===== config.mk =====
export PLATFORM = sky130hd
export DESIGN_NAME = uart_rx_fifo_flat
export DESIGN_NICKNAME = d
export VERILOG_FILES = /design/src/rtl/uart_rx_fifo_if.sv /design/src/rtl/uart_rx_fifo.sv /design/src/flat_wrapper.sv
export SDC_FILE = /design/constraint.sdc
export NUM_CORES = 1
export LEC_CHECK = 0
export ABC_AREA = 1
export CELL_PAD_IN_SITES_DETAIL_PLACEMENT = 2
export CELL_PAD_IN_SITES_GLOBAL_PLACEMENT = 2
export CORE_ASPECT_RATIO = 0.9
export CORE_MARGIN = 2
export CORE_UTILIZATION = 30
export DETAILED_ROUTE_END_ITERATION = 8
export PLACE_DENSITY = 0.69
export SYNTH_ARGS = -nofsm -noshare
export SYNTH_HDL_FRONTEND = slang
export SYNTH_SLANG_ARGS = --single-unit

===== constraint.sdc =====
create_clock -name clk -period 3.2 [get_ports clk]
set_clock_uncertainty 0.05 [all_clocks]
set_input_delay 0.64 -clock clk [delete_from_list [all_inputs] [get_ports clk]]
set_output_delay 0.64 -clock clk [all_outputs]
set_load 0.005 [all_outputs]

===== src/rtl/uart_rx_fifo_if.sv =====
// FIFO read-side bus of the UART receiver.
// slave = receiver/FIFO, master = bus-side register block.
interface uart_rx_fifo_if #(
    parameter int DATA_BITS = 8,
    parameter int DEPTH     = 8
);
    logic                   rd_en;
    logic [DATA_BITS-1:0]   rd_data;
    logic                   rd_frame_err;
    logic                   rd_parity_err;
    logic                   empty;
    logic                   full;
    logic [$clog2(DEPTH):0] count;
    logic                   overrun;
    logic                   clr_overrun;

    modport master (
        output rd_en, clr_overrun,
        input  rd_data, rd_frame_err, rd_parity_err,
        input  empty, full, count, overrun
    );

    modport slave (
        input  rd_en, clr_overrun,
        output rd_data, rd_frame_err, rd_parity_err,
        output empty, full, count, overrun
    );
endinterface


===== src/rtl/uart_rx_fifo.sv =====
// UART receiver with 3-sample majority vote, error flags and FWFT FIFO.
// Define UART_RX_PARITY_EN to enable the parity bit and rd_parity_err.
module uart_rx_fifo #(
    parameter int DATA_BITS = 8,
    parameter int DEPTH     = 8,
    parameter int CNT_W     = 16
) (
    input  logic             clk,
    input  logic             rst_n,
    input  logic [CNT_W-1:0] baud_div,
    input  logic             parity_en,
    input  logic             parity_odd,
    input  logic             rx,
    uart_rx_fifo_if.slave    bus
);
    localparam int AW = $clog2(DEPTH);
    localparam int CW = AW + 1;
`ifdef UART_RX_PARITY_EN
    localparam int EW = DATA_BITS + 2;
`else
    localparam int EW = DATA_BITS + 1;
`endif
    localparam logic [CNT_W-1:0] ONE   = CNT_W'(1);
    localparam logic [3:0]       NBITS = 4'(DATA_BITS);

    typedef enum logic [2:0] {
        IDLE,
        START,
        DATA,
`ifdef UART_RX_PARITY_EN
        PARITY,
`endif
        STOP
    } state_t;

    state_t               state_q, state_d;
    logic [1:0]           sync_q, sync_d;
    logic                 prev_q, prev_d;
    logic [CNT_W-1:0]     cnt_q, cnt_d;
    logic [CNT_W-1:0]     div_q, div_d;
    logic [1:0]           smp_q, smp_d;
    logic [3:0]           bcnt_q, bcnt_d;
    logic [DATA_BITS-1:0] data_q, data_d;
    logic                 push_q, push_d;
    logic [EW-1:0]        entry_q, entry_d;
`ifdef UART_RX_PARITY_EN
    logic                 par_act_q, par_act_d;
    logic                 par_odd_q, par_odd_d;
    logic                 perr_q, perr_d;
`else
    logic                 unused_cfg;
    assign unused_cfg = parity_en ^ parity_odd;
`endif

    logic [EW-1:0]        mem_q [DEPTH];
    logic [EW-1:0]        mem_d [DEPTH];
    logic [AW-1:0]        wptr_q, wptr_d;
    logic [AW-1:0]        rptr_q, rptr_d;
    logic [CW-1:0]        count_q, count_d;
    logic                 ovr_q, ovr_d;

    logic                 rx_s, fall, last, decide, bit_v;
    logic                 empty, full, do_push, do_pop;
    logic [CNT_W-1:0]     half;

    assign rx_s   = sync_q[1];
    assign fall   = prev_q & ~rx_s;
    assign half   = div_q >> 1;
    assign last   = (cnt_q == div_q - ONE);
    assign decide = (cnt_q == half + ONE);
    assign bit_v  = (smp_q[0] & smp_q[1]) | (smp_q[0] & rx_s) |
                    (smp_q[1] & rx_s);

    // Receive FSM: bit timing, majority sampling, frame assembly.
    always_comb begin
        state_d = state_q;
        sync_d  = {sync_q[0], rx};
        prev_d  = rx_s;
        cnt_d   = '0;
        div_d   = div_q;
        smp_d   = smp_q;
        bcnt_d  = bcnt_q;
        data_d  = data_q;
        push_d  = 1'b0;
        entry_d = entry_q;
`ifdef UART_RX_PARITY_EN
        par_act_d = par_act_q;
        par_odd_d = par_odd_q;
        perr_d    = perr_q;
`endif
        if (state_q != IDLE) begin
            cnt_d = last ? '0 : cnt_q + ONE;
            if (cnt_q == half - ONE) smp_d[0] = rx_s;
            if (cnt_q == half)       smp_d[1] = rx_s;
        end
        unique case (state_q)
            IDLE: begin
                if (fall) begin
                    state_d = START;
                    div_d   = baud_div;
                    bcnt_d  = '0;
`ifdef UART_RX_PARITY_EN
                    par_act_d = parity_en;
                    par_odd_d = parity_odd;
                    perr_d    = 1'b0;
`endif
                end
            end
            START: begin
                if (decide && bit_v) state_d = IDLE;
                else if (last)       state_d = DATA;
            end
            DATA: begin
                if (decide) begin
                    data_d = {bit_v, data_q[DATA_BITS-1:1]};
                    bcnt_d = bcnt_q + 4'd1;
                end
                if (last && bcnt_q == NBITS) begin
`ifdef UART_RX_PARITY_EN
                    state_d = par_act_q ? PARITY : STOP;
`else
                    state_d = STOP;
`endif
                end
            end
`ifdef UART_RX_PARITY_EN
            PARITY: begin
                if (decide) perr_d = bit_v != (^data_q ^ par_odd_q);
                if (last)   state_d = STOP;
            end
`endif
            STOP: begin
                if (decide) begin
                    push_d  = 1'b1;
`ifdef UART_RX_PARITY_EN
                    entry_d = {perr_q, ~bit_v, data_q};
`else
                    entry_d = {~bit_v, data_q};
`endif
                    state_d = IDLE;
                end
            end
            default: state_d = IDLE;
        endcase
    end

    assign empty   = (count_q == '0);
    assign full    = (count_q == CW'(DEPTH));
    assign do_pop  = bus.rd_en & ~empty;
    assign do_push = push_q & (~full | do_pop);

    // FIFO pointers, occupancy and sticky overrun (set beats clear).
    always_comb begin
        mem_d   = mem_q;
        wptr_d  = wptr_q;
        rptr_d  = rptr_q;
        count_d = count_q;
        ovr_d   = ovr_q;
        if (do_push) begin
            mem_d[wptr_q] = entry_q;
            wptr_d        = wptr_q + 1'b1;
        end
        if (do_pop) rptr_d = rptr_q + 1'b1;
        if (do_push && !do_pop)      count_d = count_q + 1'b1;
        else if (!do_push && do_pop) count_d = count_q - 1'b1;
        if (bus.clr_overrun)  ovr_d = 1'b0;
        if (push_q && !do_push) ovr_d = 1'b1;
    end

    // State registers; async reset drops any partial frame.
    always_ff @(posedge clk or negedge rst_n) begin
        if (!rst_n) begin
            state_q <= IDLE;
            sync_q  <= 2'b11;
            prev_q  <= 1'b1;
            cnt_q   <= '0;
            div_q   <= '0;
            smp_q   <= '0;
            bcnt_q  <= '0;
            data_q  <= '0;
            push_q  <= 1'b0;
            entry_q <= '0;
`ifdef UART_RX_PARITY_EN
            par_act_q <= 1'b0;
            par_odd_q <= 1'b0;
            perr_q    <= 1'b0;
`endif
            mem_q   <= '{default: '0};
            wptr_q  <= '0;
            rptr_q  <= '0;
            count_q <= '0;
            ovr_q   <= 1'b0;
        end else begin
            state_q <= state_d;
            sync_q  <= sync_d;
            prev_q  <= prev_d;
            cnt_q   <= cnt_d;
            div_q   <= div_d;
            smp_q   <= smp_d;
            bcnt_q  <= bcnt_d;
            data_q  <= data_d;
            push_q  <= push_d;
            entry_q <= entry_d;
`ifdef UART_RX_PARITY_EN
            par_act_q <= par_act_d;
            par_odd_q <= par_odd_d;
            perr_q    <= perr_d;
`endif
            mem_q   <= mem_d;
            wptr_q  <= wptr_d;
            rptr_q  <= rptr_d;
            count_q <= count_d;
            ovr_q   <= ovr_d;
        end
    end

    assign bus.rd_data      = mem_q[rptr_q][DATA_BITS-1:0];
    assign bus.rd_frame_err = mem_q[rptr_q][DATA_BITS];
`ifdef UART_RX_PARITY_EN
    assign bus.rd_parity_err = mem_q[rptr_q][DATA_BITS+1];
`else
    assign bus.rd_parity_err = 1'b0;
`endif
    assign bus.empty   = empty;
    assign bus.full    = full;
    assign bus.count   = count_q;
    assign bus.overrun = ovr_q;
endmodule

===== src/flat_wrapper.sv =====
// flat-port wrapper written by rule: the top's interface ports become plain ports
module uart_rx_fifo_flat 
#(
    parameter int DATA_BITS = 8,
    parameter int DEPTH     = 8,
    parameter int CNT_W     = 16
)
  (clk, rst_n, baud_div, parity_en, parity_odd, rx, bus_rd_en, bus_clr_overrun, bus_rd_data, bus_rd_frame_err, bus_rd_parity_err, bus_empty, bus_full, bus_count, bus_overrun);
  uart_rx_fifo_if #(.DATA_BITS(DATA_BITS), .DEPTH(DEPTH)) bus_i ();
  input  logic clk;
  input  logic rst_n;
  input  logic [CNT_W-1:0] baud_div;
  input  logic parity_en;
  input  logic parity_odd;
  input  logic rx;
  input wire logic [$bits(bus_i.rd_en)-1:0] bus_rd_en;
  input wire logic [$bits(bus_i.clr_overrun)-1:0] bus_clr_overrun;
  output wire logic [$bits(bus_i.rd_data)-1:0] bus_rd_data;
  output wire logic [$bits(bus_i.rd_frame_err)-1:0] bus_rd_frame_err;
  output wire logic [$bits(bus_i.rd_parity_err)-1:0] bus_rd_parity_err;
  output wire logic [$bits(bus_i.empty)-1:0] bus_empty;
  output wire logic [$bits(bus_i.full)-1:0] bus_full;
  output wire logic [$bits(bus_i.count)-1:0] bus_count;
  output wire logic [$bits(bus_i.overrun)-1:0] bus_overrun;
  assign bus_i.rd_en = bus_rd_en;
  assign bus_i.clr_overrun = bus_clr_overrun;
  assign bus_rd_data = bus_i.rd_data;
  assign bus_rd_frame_err = bus_i.rd_frame_err;
  assign bus_rd_parity_err = bus_i.rd_parity_err;
  assign bus_empty = bus_i.empty;
  assign bus_full = bus_i.full;
  assign bus_count = bus_i.count;
  assign bus_overrun = bus_i.overrun;
  uart_rx_fifo #(.DATA_BITS(DATA_BITS), .DEPTH(DEPTH), .CNT_W(CNT_W)) u_core (.clk(clk), .rst_n(rst_n), .baud_div(baud_div), .parity_en(parity_en), .parity_odd(parity_odd), .rx(rx), .bus(bus_i));
endmodule

==> summary.md, run 1 <==
| Metric | Value |
|---|---|
| Via count | 7782 |
| Internal power | 4.54 mW |
| Final ANT Viol Nets | 0 |
| Critical Path RT | 2.51 ns |
| Post-synth ARST share | 100% |
| Gr usage total | 20.7% |
| Setup tns final | 0 ns |
| DRC Markers | 0 |
| Clk slew on worst S/H paths | 0.07 ns |
| Fraction of layout cells with a size suffix above 1 | 9.52% |
| Initial antenna violation count | 0 |
| Most frequent cell after synthesis | nand2_1 |
| Clock Sinks | 144 |
| Hold_ws | 0.117 ns |
| Top_reg_cell synth | dfrtp_1 |
| Post-synth top area share | 41.2% |
| CTS tree | done |
| Flop pwr share | 30.3% |
| Net count, final | 1231 |
| Crit path time final | 3.00 ns |
| P_sw | 3.46 mW |
| Global placer's final weighted congestion | 0.834 |
| Setup ws final | 0.197 ns |
| DRT Wirelength | 29200 um |
| Slew headroom | 55.8% |
| Critical path peak fanout | 9 |
| Leak | 4.68 nW |
| RSZ-0062 raised after global routing | false |
| Sequential cell area fraction in the yosys report | 42.1% |
| Slowest-stage cell, CP | clkdlybuf4s50_1 |
| Dpl ws | 0.246 ns |
| Status | finished clean |
| Global-route wire length before repair | 47600 um |
| # fillers | 3286 |
| #FFs+latches synth | 144 |
| Initial core utilization | 30.6% |
| R2R Path End | u_core.state_q[0] |
| Drt wl/cell | 18.6 um |
| Class of the tightest hold or removal check | input port to asynchronous set/reset pin |
| Combinational Power Share | 43.4% |
| Number of I/O pins | 40 |
| Post-synth EDFFs | 0 |
| Cts bufs inserted | 17 |
| # diodes | 0 |
| Peak VDD IR | 0.494 mV |
| Syn Inst Count | 1162 |
| Clock root cell | clkbuf_16 |
| Syn-to-layout area delta | 16.5% |
| Fin crit share | 93.9% |
| Multi-input gate area | 4230 sq um |
| Area leader, netlist | dfrtp_1 |
| Storage element area | 3610 sq um |
| Rows | 58 |
| 1st-iter DRT viols | 367 |
| Synthesized area per cell | 7.37 sq um |
| Slowest stage delay, CP | 0.56 ns |
| Synth top area cells | dfrtp_1 (41%), nand2_1 (13%), o21ai_0 (7.3%) |
| Grt total ovfl | 0 |
| First-pass DRT Iterations | 4 |
| CTS max path bufs | 2 |
| Post-Synthesis Net Count | 1197 |
| CP endpoint kind | output port |
| Final Max Tran Viols | 0 |
| Synth top cells by count | nand2_1 (295), nor2_1 (149), dfrtp_1 (141) |
| Yosys cell types | 45 |
| Worst Reg-to-Reg Cells | 12 |
| Clock power share | 26.3% |
| Number of max-cap violations | 0 |
| Cell Area, Synth | 8570 sq um |
| Pwr/cell area | 802 nW/um^2 |
| Core area | 28000 sq um |
| CTS H-tree depth | 4 |
| Pin count of the biggest net entering global routing | 60 |
| Sw Share | 43.3% |
| Setup CP Type | register to output port |
| Port bufs | 36 |
| Reg2reg setup slack | 0.42 ns |
| Final setup vio count | 0 |
| Arrival time at the worst endpoint | 2.31 ns |
| Die area | 29900 sq um |
| Vias per cell | 4.96 |
| Yosys warning total | 0 |
| FMAX | 333 MHz |
| Worst r2r src | u_core.div_q[1] |
| Floorplan die height | 164 um |
| Util after Layout | 35.6% |
| CP Cell Sequence | inv_1 -> buf_4 -> o21ai_0 -> o22ai_1 -> nor2_1 -> a31oi_1 -> clkdlybuf4s50_1 |
| Vias in the first global route | 8374 |
| Die X-Extent | 182 um |
| Worst-Margin Slew | 0.664 ns |
| Post-DP HPWL | 21200 um |
| Startpoint Class | register |
| Post-CTS setup buffers | 0 |
| Worst skew pair latency | 0.44 ns |
| Final Hold Viols | 0 |
==> metal layers <==
| layer | GRT usage (%) | share of wire (%) | vias up |
|---|---|---|---|
| met4 | 4.55 | 1.2 | 0 |
| met2 | 33.2 | 45 | 74 |
| met3 | 3.08 | 1.9 | 25 |
| li1 | - | - | 3790 |
| met5 | 0 | 0 | - |
| met1 | 29.4 | 51 | 3893 |
==> power groups by stage <==
stage | Combinational [mW] | Clock (mW) | Sequential (mW)
after floorplan | 2.39 | 0 | 2.18
after global placement | 3.37 | 0 | 2.45
after detailed placement | 3.47 | 0 | 2.46
after CTS | 3.52 | 2.16 | 2.43
after global routing | 3.93 | 2.24 | 2.47
final | 3.47 | 2.11 | 2.43
==> cell usage in the layout, fill, tap and decap left out, types with 3 or more instances in the layout <==
| cell | count |
|---|---|
| a21oi_1 | 20 |
| a31oi_1 | 9 |
| buf_12 | 3 |
| buf_4 | 24 |
| bufinv_16 | 3 |
| clkbuf_16 | 17 |
| clkdlybuf4s50_1 | 35 |
| clkinv_1 | 4 |
| clkinv_2 | 4 |
| dfrtp_1 | 140 |
| dfstp_2 | 3 |
| ha_1 | 11 |
| inv_1 | 123 |
| inv_2 | 4 |
| nand2_1 | 295 |
| nand2_2 | 4 |
| nand2_4 | 3 |
| nand3_1 | 67 |
| nand3_2 | 3 |
| nand4_1 | 28 |
| nor2_1 | 149 |
| nor2_2 | 5 |
| nor2_4 | 7 |
| nor3_1 | 11 |
| nor4_1 | 5 |
| o2111ai_1 | 3 |
| o21ai_0 | 125 |
| o21ai_2 | 17 |
| o22ai_1 | 9 |
| or2_1 | 3 |
| or2_2 | 3 |
| xnor2_1 | 12 |
| xor2_1 | 36 |
==> critical path, delay by kind of cell, from the launching register on <==
family                 cells  cell delay, ns
buffers and inverters      3            0.83
AO/OA/AOI/OAI              3            0.51
flip-flops                 1            0.48
AND/OR/NAND/NOR            1            0.06
==> layout make-up <==
type                       count  share of cell area, %
multi-input combinational    839                   42.3
sequential                   144                   36.2
timing repair buffer          63                   6.03
inverter                     131                   4.93
tap                          360                   4.51
clock buffer                  18                   4.40
clock inverter                13                   1.63
==> through the flow <==
| step | cell area, sq um | power [mW] | cells |
|---|---|---|---|
| global route | 9980 | 8.64 | 1568 |
| CTS | 9980 | 8.10 | 1568 |
| floorplan | 8570 | 4.57 | 1162 |
| global placement | 9380 | 5.82 | 1537 |
| finish | 9980 | 8.00 | 1568 |
| detailed placement | 9380 | 5.94 | 1537 |
==> state kept, by name, indices dropped and copies added (netlist names) <==
signal / count
u_core.rptr_q: 3
u_core.bcnt_q: 4
u_core.cnt_q: 16
u_core.wptr_q: 3
u_core.state_q: 2
u_core.push_q: 1
u_core.prev_q: 1
u_core.sync_q: 2
u_core.div_q: 16
u_core.smp_q: 2
u_core.entry_q: 9
u_core.mem_q: 72
u_core.data_q: 8
u_core.bus.count: 4
u_core.bus.overrun: 1
==> how the worst max path moves through the flow <==
stage | endpoint | cells after the start | slack (ns) | start
after floorplan | u_core.bus.count[3] | 12 | 0.73 | u_core.bus.count[0]
after global placement | u_core.bus.count[3] | 12 | 0.28 | bus_rd_en
after detailed placement | u_core.bus.count[3] | 12 | 0.25 | bus_rd_en
after CTS | bus_rd_data[0] | 6 | 0.09 | u_core.rptr_q[1]
after global routing | bus_rd_data[5] | 7 | 0.05 | u_core.rptr_q[1]
final | bus_rd_frame_err | 7 | 0.20 | u_core.rptr_q[1]
==> logic make-up after synthesis <==
logic type / after synthesis / synth area share, %
simple gates: 588 / 30.0
compound gates: 188 / 12.3
buf+inv: 179 / 8.54
flops: 144 / 42.1
xor+xnor: 48 / 4.91
fa+ha+maj: 12 / 1.84
mux: 2 / 0.263
other cells: 1 / 0.0438
==> what timing repair did <==
item	in CTS	in global routing
resized for setup	0	1
hold buffers	0	0
setup endpoints to repair	0	1
No activity file was read; power rests on OpenSTA's default activity.
==> inputs of run 2 (changes only) <==
--- a/config.mk
+++ b/config.mk
@@ -16,3 +16,4 @@
 export SYNTH_ARGS = -nofsm -noshare
 export SYNTH_HDL_FRONTEND = slang
 export SYNTH_SLANG_ARGS = --single-unit
+export TNS_END_PERCENT = 10
==> constraint.sdc (replaced) <==
create_clock -name clk -period 3.7 [get_ports clk]
set_clock_uncertainty 0.05 [all_clocks]
set_input_delay 0.74 -clock clk [delete_from_list [all_inputs] [get_ports clk]]
set_output_delay 0.74 -clock clk [all_outputs]
set_load 0.005 [all_outputs]
==> run 2 against run 1 <==
  * Global-route usage is essentially flat
  * Setup slack improved by 0.060 ns
  * Highest routed layer unchanged
  * Final area shrank 1.6%
  * Sequential cell count unchanged
  * Sequential power is 14% lower
  * Combinational power shrank 16%
  * First-iteration DRC count grew 8.2%
==> summary.md, run 2 (same netlist as run 1, synthesis figures left out) <==
| Metric | Value |
|---|---|
| Initial core utilization | 30.6% (unchanged) |
| DRT Wirelength | 29000 um (-0.65%) |
| Clk slew on worst S/H paths | 0.06 ns (about the same) |
| Status | finished clean |
| Net count, final | 1220 (-0.89%) |
| CTS max path bufs | 2 (unchanged) |
| Vias in the first global route | 8421 (+0.56%) |
| Critical Path RT | 2.91 ns (+0.40 ns) |
| CTS Hold Buffers Added | 0 (unchanged) |
| FMAX | 290 MHz |
| Die X-Extent | 182 um (unchanged) |
| Storage element area | 3610 sq um (about the same) |
| Most frequent cells in the layout | nand2_1 (295), nor2_1 (149), dfrtp_1 (141), o21ai_0 (125), inv_1 (123) |
| Most common cell after layout, fill and taps aside | nand2_1 |
| Critical path peak fanout | 19 (+10) |
| Startpoint Class | register |
| Arrival time at the worst endpoint | 2.65 ns (+0.34 ns) |
| Die area | 29900 sq um (unchanged) |
| Multi-input gate area | 4230 sq um (unchanged) |
| Pin count of the biggest net entering global routing | 68 (+13%) |
| Floorplan die height | 164 um (unchanged) |
| Fraction of layout cells with a size suffix above 1 | 8.12% (-1.4 points) |
| Pwr/cell area | 683 nW/um^2 (-15%) |
| Top reg by flops | u_core.mem_q |
| Placed Cells | 1526 (-0.72%) |
| Fin crit share | 93.1% |
| First-pass DRT Iterations | 4 (unchanged) |
| Vias per cell | 4.97 (about the same) |
| Dpl ws | 0.563 ns (+0.317 ns) |
| CP endpoint kind | output port |
| Combinational Power Share | 43.3% (about the same) |
| Grt total ovfl | 0 (unchanged) |
| Crit path time final | 3.44 ns |
| Post-DP HPWL | 20600 um (-2.8%) |
| Clock power share | 25.4% (-0.9 points) |
| Post-Layout Cell Count | 1555 (-0.83%) |
| Gr usage total | 20.6% (-0.043 points) |
| Leak | 4.60 nW (-1.8%) |
| Global-route wire length before repair | 47500 um (about the same) |
| Top flop regs | u_core.mem_q: 72 flops, u_core.cnt_q: 16 flops, u_core.div_q: 16 flops |
| Number of max-cap violations | 0 (unchanged) |
| Final Max Tran Viols | 0 (unchanged) |
| Post-layout total power | 6.71 mW (-16%) |
| Peak VDD IR | 0.316 mV (-36%) |
| Post-CTS sizing | 0 (unchanged) |
| Hold_ws | 0.194 ns (+0.0767 ns) |
| RSZ-0062 raised after global routing | false |
| Syn-to-layout area delta | 14.7% |
| Via count | 7721 (-0.78%) |
| # fillers | 3286 (unchanged) |
| Flop pwr share | 31.3% (+1.0 points) |
| Slew headroom | 47.1% (-8.6 points) |
| Cts bufs inserted | 17 (unchanged) |
| Worst skew pair latency | 0.43 ns (about the same) |
| Setup tns final | 0 ns (unchanged) |
| CTS tree | done |
| Core area | 28000 sq um (unchanged) |
| DP Area | 9270 sq um (-1.1%) |
| Final setup vio count | 0 (unchanged) |
| Worst-Margin Slew | 0.792 ns (+0.128 ns) |
| Util after Layout | 35.1% (-0.57 points) |
| Class of the tightest hold or removal check | input port to asynchronous set/reset pin |
| Port bufs | 36 (unchanged) |
| 1st-iter DRT viols | 397 (+8.2%) |
| Clock root cell | clkbuf_16 |
| Drt wl/cell | 18.6 um (+0.18%) |
| # diodes | 0 (unchanged) |
| Number of I/O pins | 40 (unchanged) |
| Global placer's final weighted congestion | 0.829 (-0.59%) |
| P_sw | 2.93 mW (-15%) |
| Setup ws final | 0.257 ns (+0.0604 ns) |
| Final Hold Viols | 0 (unchanged) |
| Clock Sinks | 144 (unchanged) |
| Setup CP Type | register to output port |
| CTS H-tree depth | 4 (unchanged) |
| Sw Share | 43.6% (+0.33 points) |
| Post-CTS setup buffers | 0 (unchanged) |
| Max FFs per register | 72 (unchanged) |
| Internal power | 3.79 mW (-17%) |
| Rows | 58 (unchanged) |
| Design Area, Final | 9820 sq um (-1.6%) |
| DRC Markers | 0 (unchanged) |
| Initial antenna violation count | 0 (unchanged) |
| Final ANT Viol Nets | 0 (unchanged) |
[run 2: layer usage]
layer / share of wire (%) / global-route usage [%] / vias to the layer above
met4: 0.83 / 3.85 / 0
met2: 45 / 32.6 / 69
li1: - / - / 3768
met1: 53 / 30.1 / 3867
met3: 1.9 / 3.08 / 17
met5: 0 / 0 / -
[run 2: worst max-delay path, cell delays in order, from the launching register on]
cell and delay (ns):
dfrtp_1 0.38, inv_1 0.58, o21ai_0 0.22, o22ai_1 0.18, nor2_1 0.06, a31oi_1 0.25
clkdlybuf4s50_1 0.56
[run 2: cell type report]
cell class              instances  area share (%)
repair buffers                 52            5.03
clock inverters                 6           0.854
well taps                     360            4.59
inverters                     131            5.01
flip-flops and latches        144            36.7
clock buffers                  23            4.76
multi-input cells             839            43.0
[run 2: power groups by stage]
stage          clock network [mW]  registers (mW)  logic (mW)
6_report                     1.70            2.10        2.91
5_1_grt                      1.81            2.14        3.31
4_1_cts                      1.76            2.10        2.94
3_5_place_dp                    0            2.13        2.91
3_3_place_gp                    0            2.12        2.83
2_1_floorplan                   0            1.88        2.07
[run 2: final timing paths]
check,start,to,slack [ns],cells past startpoint
max,u_core.rptr_q[1],bus_rd_frame_err,0.26,6
min,rst_n,u_core.cnt_q[5],0.19,1
max reg2reg,u_core.div_q[2],u_core.state_q[0],0.67,13
min reg2reg,u_core.sync_q[0],u_core.sync_q[1],0.31,0
max in group asynchronous,rst_n,u_core.state_q[0],2.59,2
min in group clk,u_core.sync_q[0],u_core.sync_q[1],0.31,0
==> inputs of run 3 (changes only) <==
--- a/config.mk
+++ b/config.mk
@@ -8,7 +8,7 @@
 export ABC_AREA = 1
 export CELL_PAD_IN_SITES_DETAIL_PLACEMENT = 2
 export CELL_PAD_IN_SITES_GLOBAL_PLACEMENT = 2
-export CORE_ASPECT_RATIO = 0.9
+export CORE_ASPECT_RATIO = 2
 export CORE_MARGIN = 2
 export CORE_UTILIZATION = 30
 export DETAILED_ROUTE_END_ITERATION = 8
==> run 3 against run 2 <==
  * Via count is 1.9% higher
  * Fmax up 4.1%
  * Combinational power up 3%
  * Die area up 0.27%
  * Critical path depth up 1
  * Wire length rose by 3.6%
  * Worst hold slack gained 0.0034 ns
  * Final area grew 0.87%
  * Critical path type unchanged
  * Highest routed layer unchanged
==> summary.md, run 3 (same netlist as run 1, synthesis figures left out) <==
| Metric | Value |
|---|---|
| Status | finished clean |
| Setup tns final | 0 ns (unchanged) |
| Crit path time final | 3.31 ns (-0.137 ns) |
| Grt total ovfl | 0 (unchanged) |
| CTS H-tree depth | 4 (unchanged) |
| Number of I/O pins | 40 (unchanged) |
| Floorplan die height | 243 um (+48%) |
| Startpoint Class | register |
| Net count, final | 1227 (+0.57%) |
| Top reg by flops | u_core.mem_q |
| Top flop regs | u_core.mem_q: 72 flops, u_core.cnt_q: 16 flops, u_core.div_q: 16 flops |
| Final Hold Viols | 0 (unchanged) |
| Final Max Tran Viols | 0 (unchanged) |
| Util after Layout | 35.1% (+0.076 points) |
| Rows | 87 (+50%) |
| Clk slew on worst S/H paths | 0.07 ns (about the same) |
| Gr usage total | 21.3% (+0.70 points) |
| Global placer's final weighted congestion | 0.881 (+6.3%) |
| Max FFs per register | 72 (unchanged) |
| Clock root cell | clkbuf_16 |
| Final setup vio count | 0 (unchanged) |
| Worst Reg-to-Reg Cells | 11 (-2) |
| Global-route wire length before repair | 47800 um (+0.60%) |
| CTS max path bufs | 2 (unchanged) |
| Core area | 28200 sq um (+0.65%) |
| DRT Wirelength | 30000 um (+3.6%) |
| Initial antenna violation count | 0 (unchanged) |
| Number of max-cap violations | 0 (unchanged) |
| Most common cell after layout, fill and taps aside | nand2_1 |
| R2R Path End | u_core.bcnt_q[1] |
| Leak | 4.64 nW (+0.94%) |
| Peak VDD IR | 0.322 mV (+2.0%) |
| Worst Setup EP | bus_rd_data[7] |
| Pin count of the biggest net entering global routing | 61 (-10%) |
| First-pass DRT Iterations | 4 (unchanged) |
| Fraction of layout cells with a size suffix above 1 | 9.13% (+1.0 points) |
| # diodes | 0 (unchanged) |
| CTS Hold Buffers Added | 0 (unchanged) |
| Post-CTS sizing | 0 (unchanged) |
| Critical Path RT | 2.91 ns (about the same) |
| RSZ-0062 raised after global routing | false |
| Drt wl/cell | 19.2 um (+3.2%) |
| Worst r2r src | u_core.div_q[2] |
| Post-CTS setup buffers | 0 (unchanged) |
| Pwr/cell area | 690 nW/um^2 (+0.90%) |
| DRC Markers | 0 (unchanged) |
| Syn-to-layout area delta | 15.7% |
| Worst skew pair latency | 0.45 ns (+0.02 ns) |
| Vias in the first global route | 8787 (+4.3%) |
| Vias per cell | 5.04 (+1.5%) |
| Slew headroom | 52.5% (+5.4 points) |
| Post-DP HPWL | 23500 um (+14%) |
| Clock Sinks | 144 (unchanged) |
| Worst-Margin Slew | 0.709 ns (-0.0827 ns) |
| Fin crit share | 89.3% (-3.7 points) |
| Most frequent cells in the layout | nand2_1 (295), nor2_1 (149), dfrtp_1 (141), o21ai_0 (125), inv_1 (123) |
| Reg2reg setup slack | 0.71 ns (+0.04 ns) |
| Die X-Extent | 123 um (-32%) |
| Via count | 7868 (+1.9%) |
| Cts bufs inserted | 17 (unchanged) |
| 1st-iter DRT viols | 243 (-39%) |
| Final ANT Viol Nets | 0 (unchanged) |
| CP Launch Point | u_core.rptr_q[1] |
| Critical path peak fanout | 12 (-7) |
| FMAX | 302 MHz (+4.1%) |
| Class of the tightest hold or removal check | input port to asynchronous set/reset pin |
| CP endpoint kind | output port |
| Die area | 30000 sq um (+0.27%) |
| Initial core utilization | 30.4% (-0.20 points) |
| CTS tree | done |
| Arrival time at the worst endpoint | 2.52 ns (-0.13 ns) |
| Setup CP Type | register to output port |
| Port bufs | 36 (unchanged) |
## run 3: cell count changes in the layout (fill, tap and decap cells not counted)
cell / change
buf_4: +6
clkbuf_1: -3
clkinv_4: +3
clkinvlp_4: +3
buf_12: +1
bufinv_16: -1
clkbuf_8: +1
clkinv_2: -1
inv_6: +1
## run 3: how the worst min path moves through the flow
stage	startpoint	endpoint	cells after the start
2_1_floorplan	u_core.sync_q[0]	u_core.sync_q[1]	0
3_3_place_gp	u_core.sync_q[0]	u_core.sync_q[1]	0
3_5_place_dp	u_core.sync_q[0]	u_core.sync_q[1]	0
4_1_cts	rst_n	u_core.mem_q[65]	1
5_1_grt	rst_n	u_core.mem_q[47]	1
6_report	rst_n	u_core.mem_q[47]	1
## run 3: cell type report
type	instances	area (sq um)
flip-flops and latches	144	3610
fillers	3327	18300
well taps	356	445
clock inverters	11	106
multi-input cells	839	4230
repair buffers	59	559
inverters	131	492
clock buffers	21	470
## run 3: power by group
group | leakage (nW) | switching (mW) | internal (mW)
Sequential | 1.91 | 0.359 | 1.74
Combinational | 2.46 | 1.93 | 1.07
Clock | 0.276 | 0.749 | 0.982
Total | 4.64 | 3.04 | 3.79
## run 3: metrics by stage
step                      instances  setup slack (ns)  total power [mW]  hold slack (ns)  cell area (sq um)
after detailed placement       1529             0.631              5.19            0.304               9330
after CTS                      1561             0.338              6.97            0.224               9910
final                          1561             0.394              6.83            0.197               9910
after global placement         1529             0.679              5.09            0.297               9330
after global routing           1561             0.257              7.37            0.242               9910
after floorplan                1162              1.19              3.95            0.295               8570
## run 3: critical path, cell delays in order (launching register included)
cell and delay [ns]:
dfrtp_1 0.38, inv_1 0.41, buf_4 0.27, o21ai_0 0.09, o22ai_1 0.17, nor2_1 0.06
a31oi_1 0.15, clkdlybuf4s50_1 0.52
## run 3: routing by layer
metal	up-vias	routed length, um	track usage, %
met4	0	1160	9.53
li1	3768	-	-
met1	3965	9880	18.8
met2	88	18600	44.4
met5	-	0	0
met3	47	422	2.94
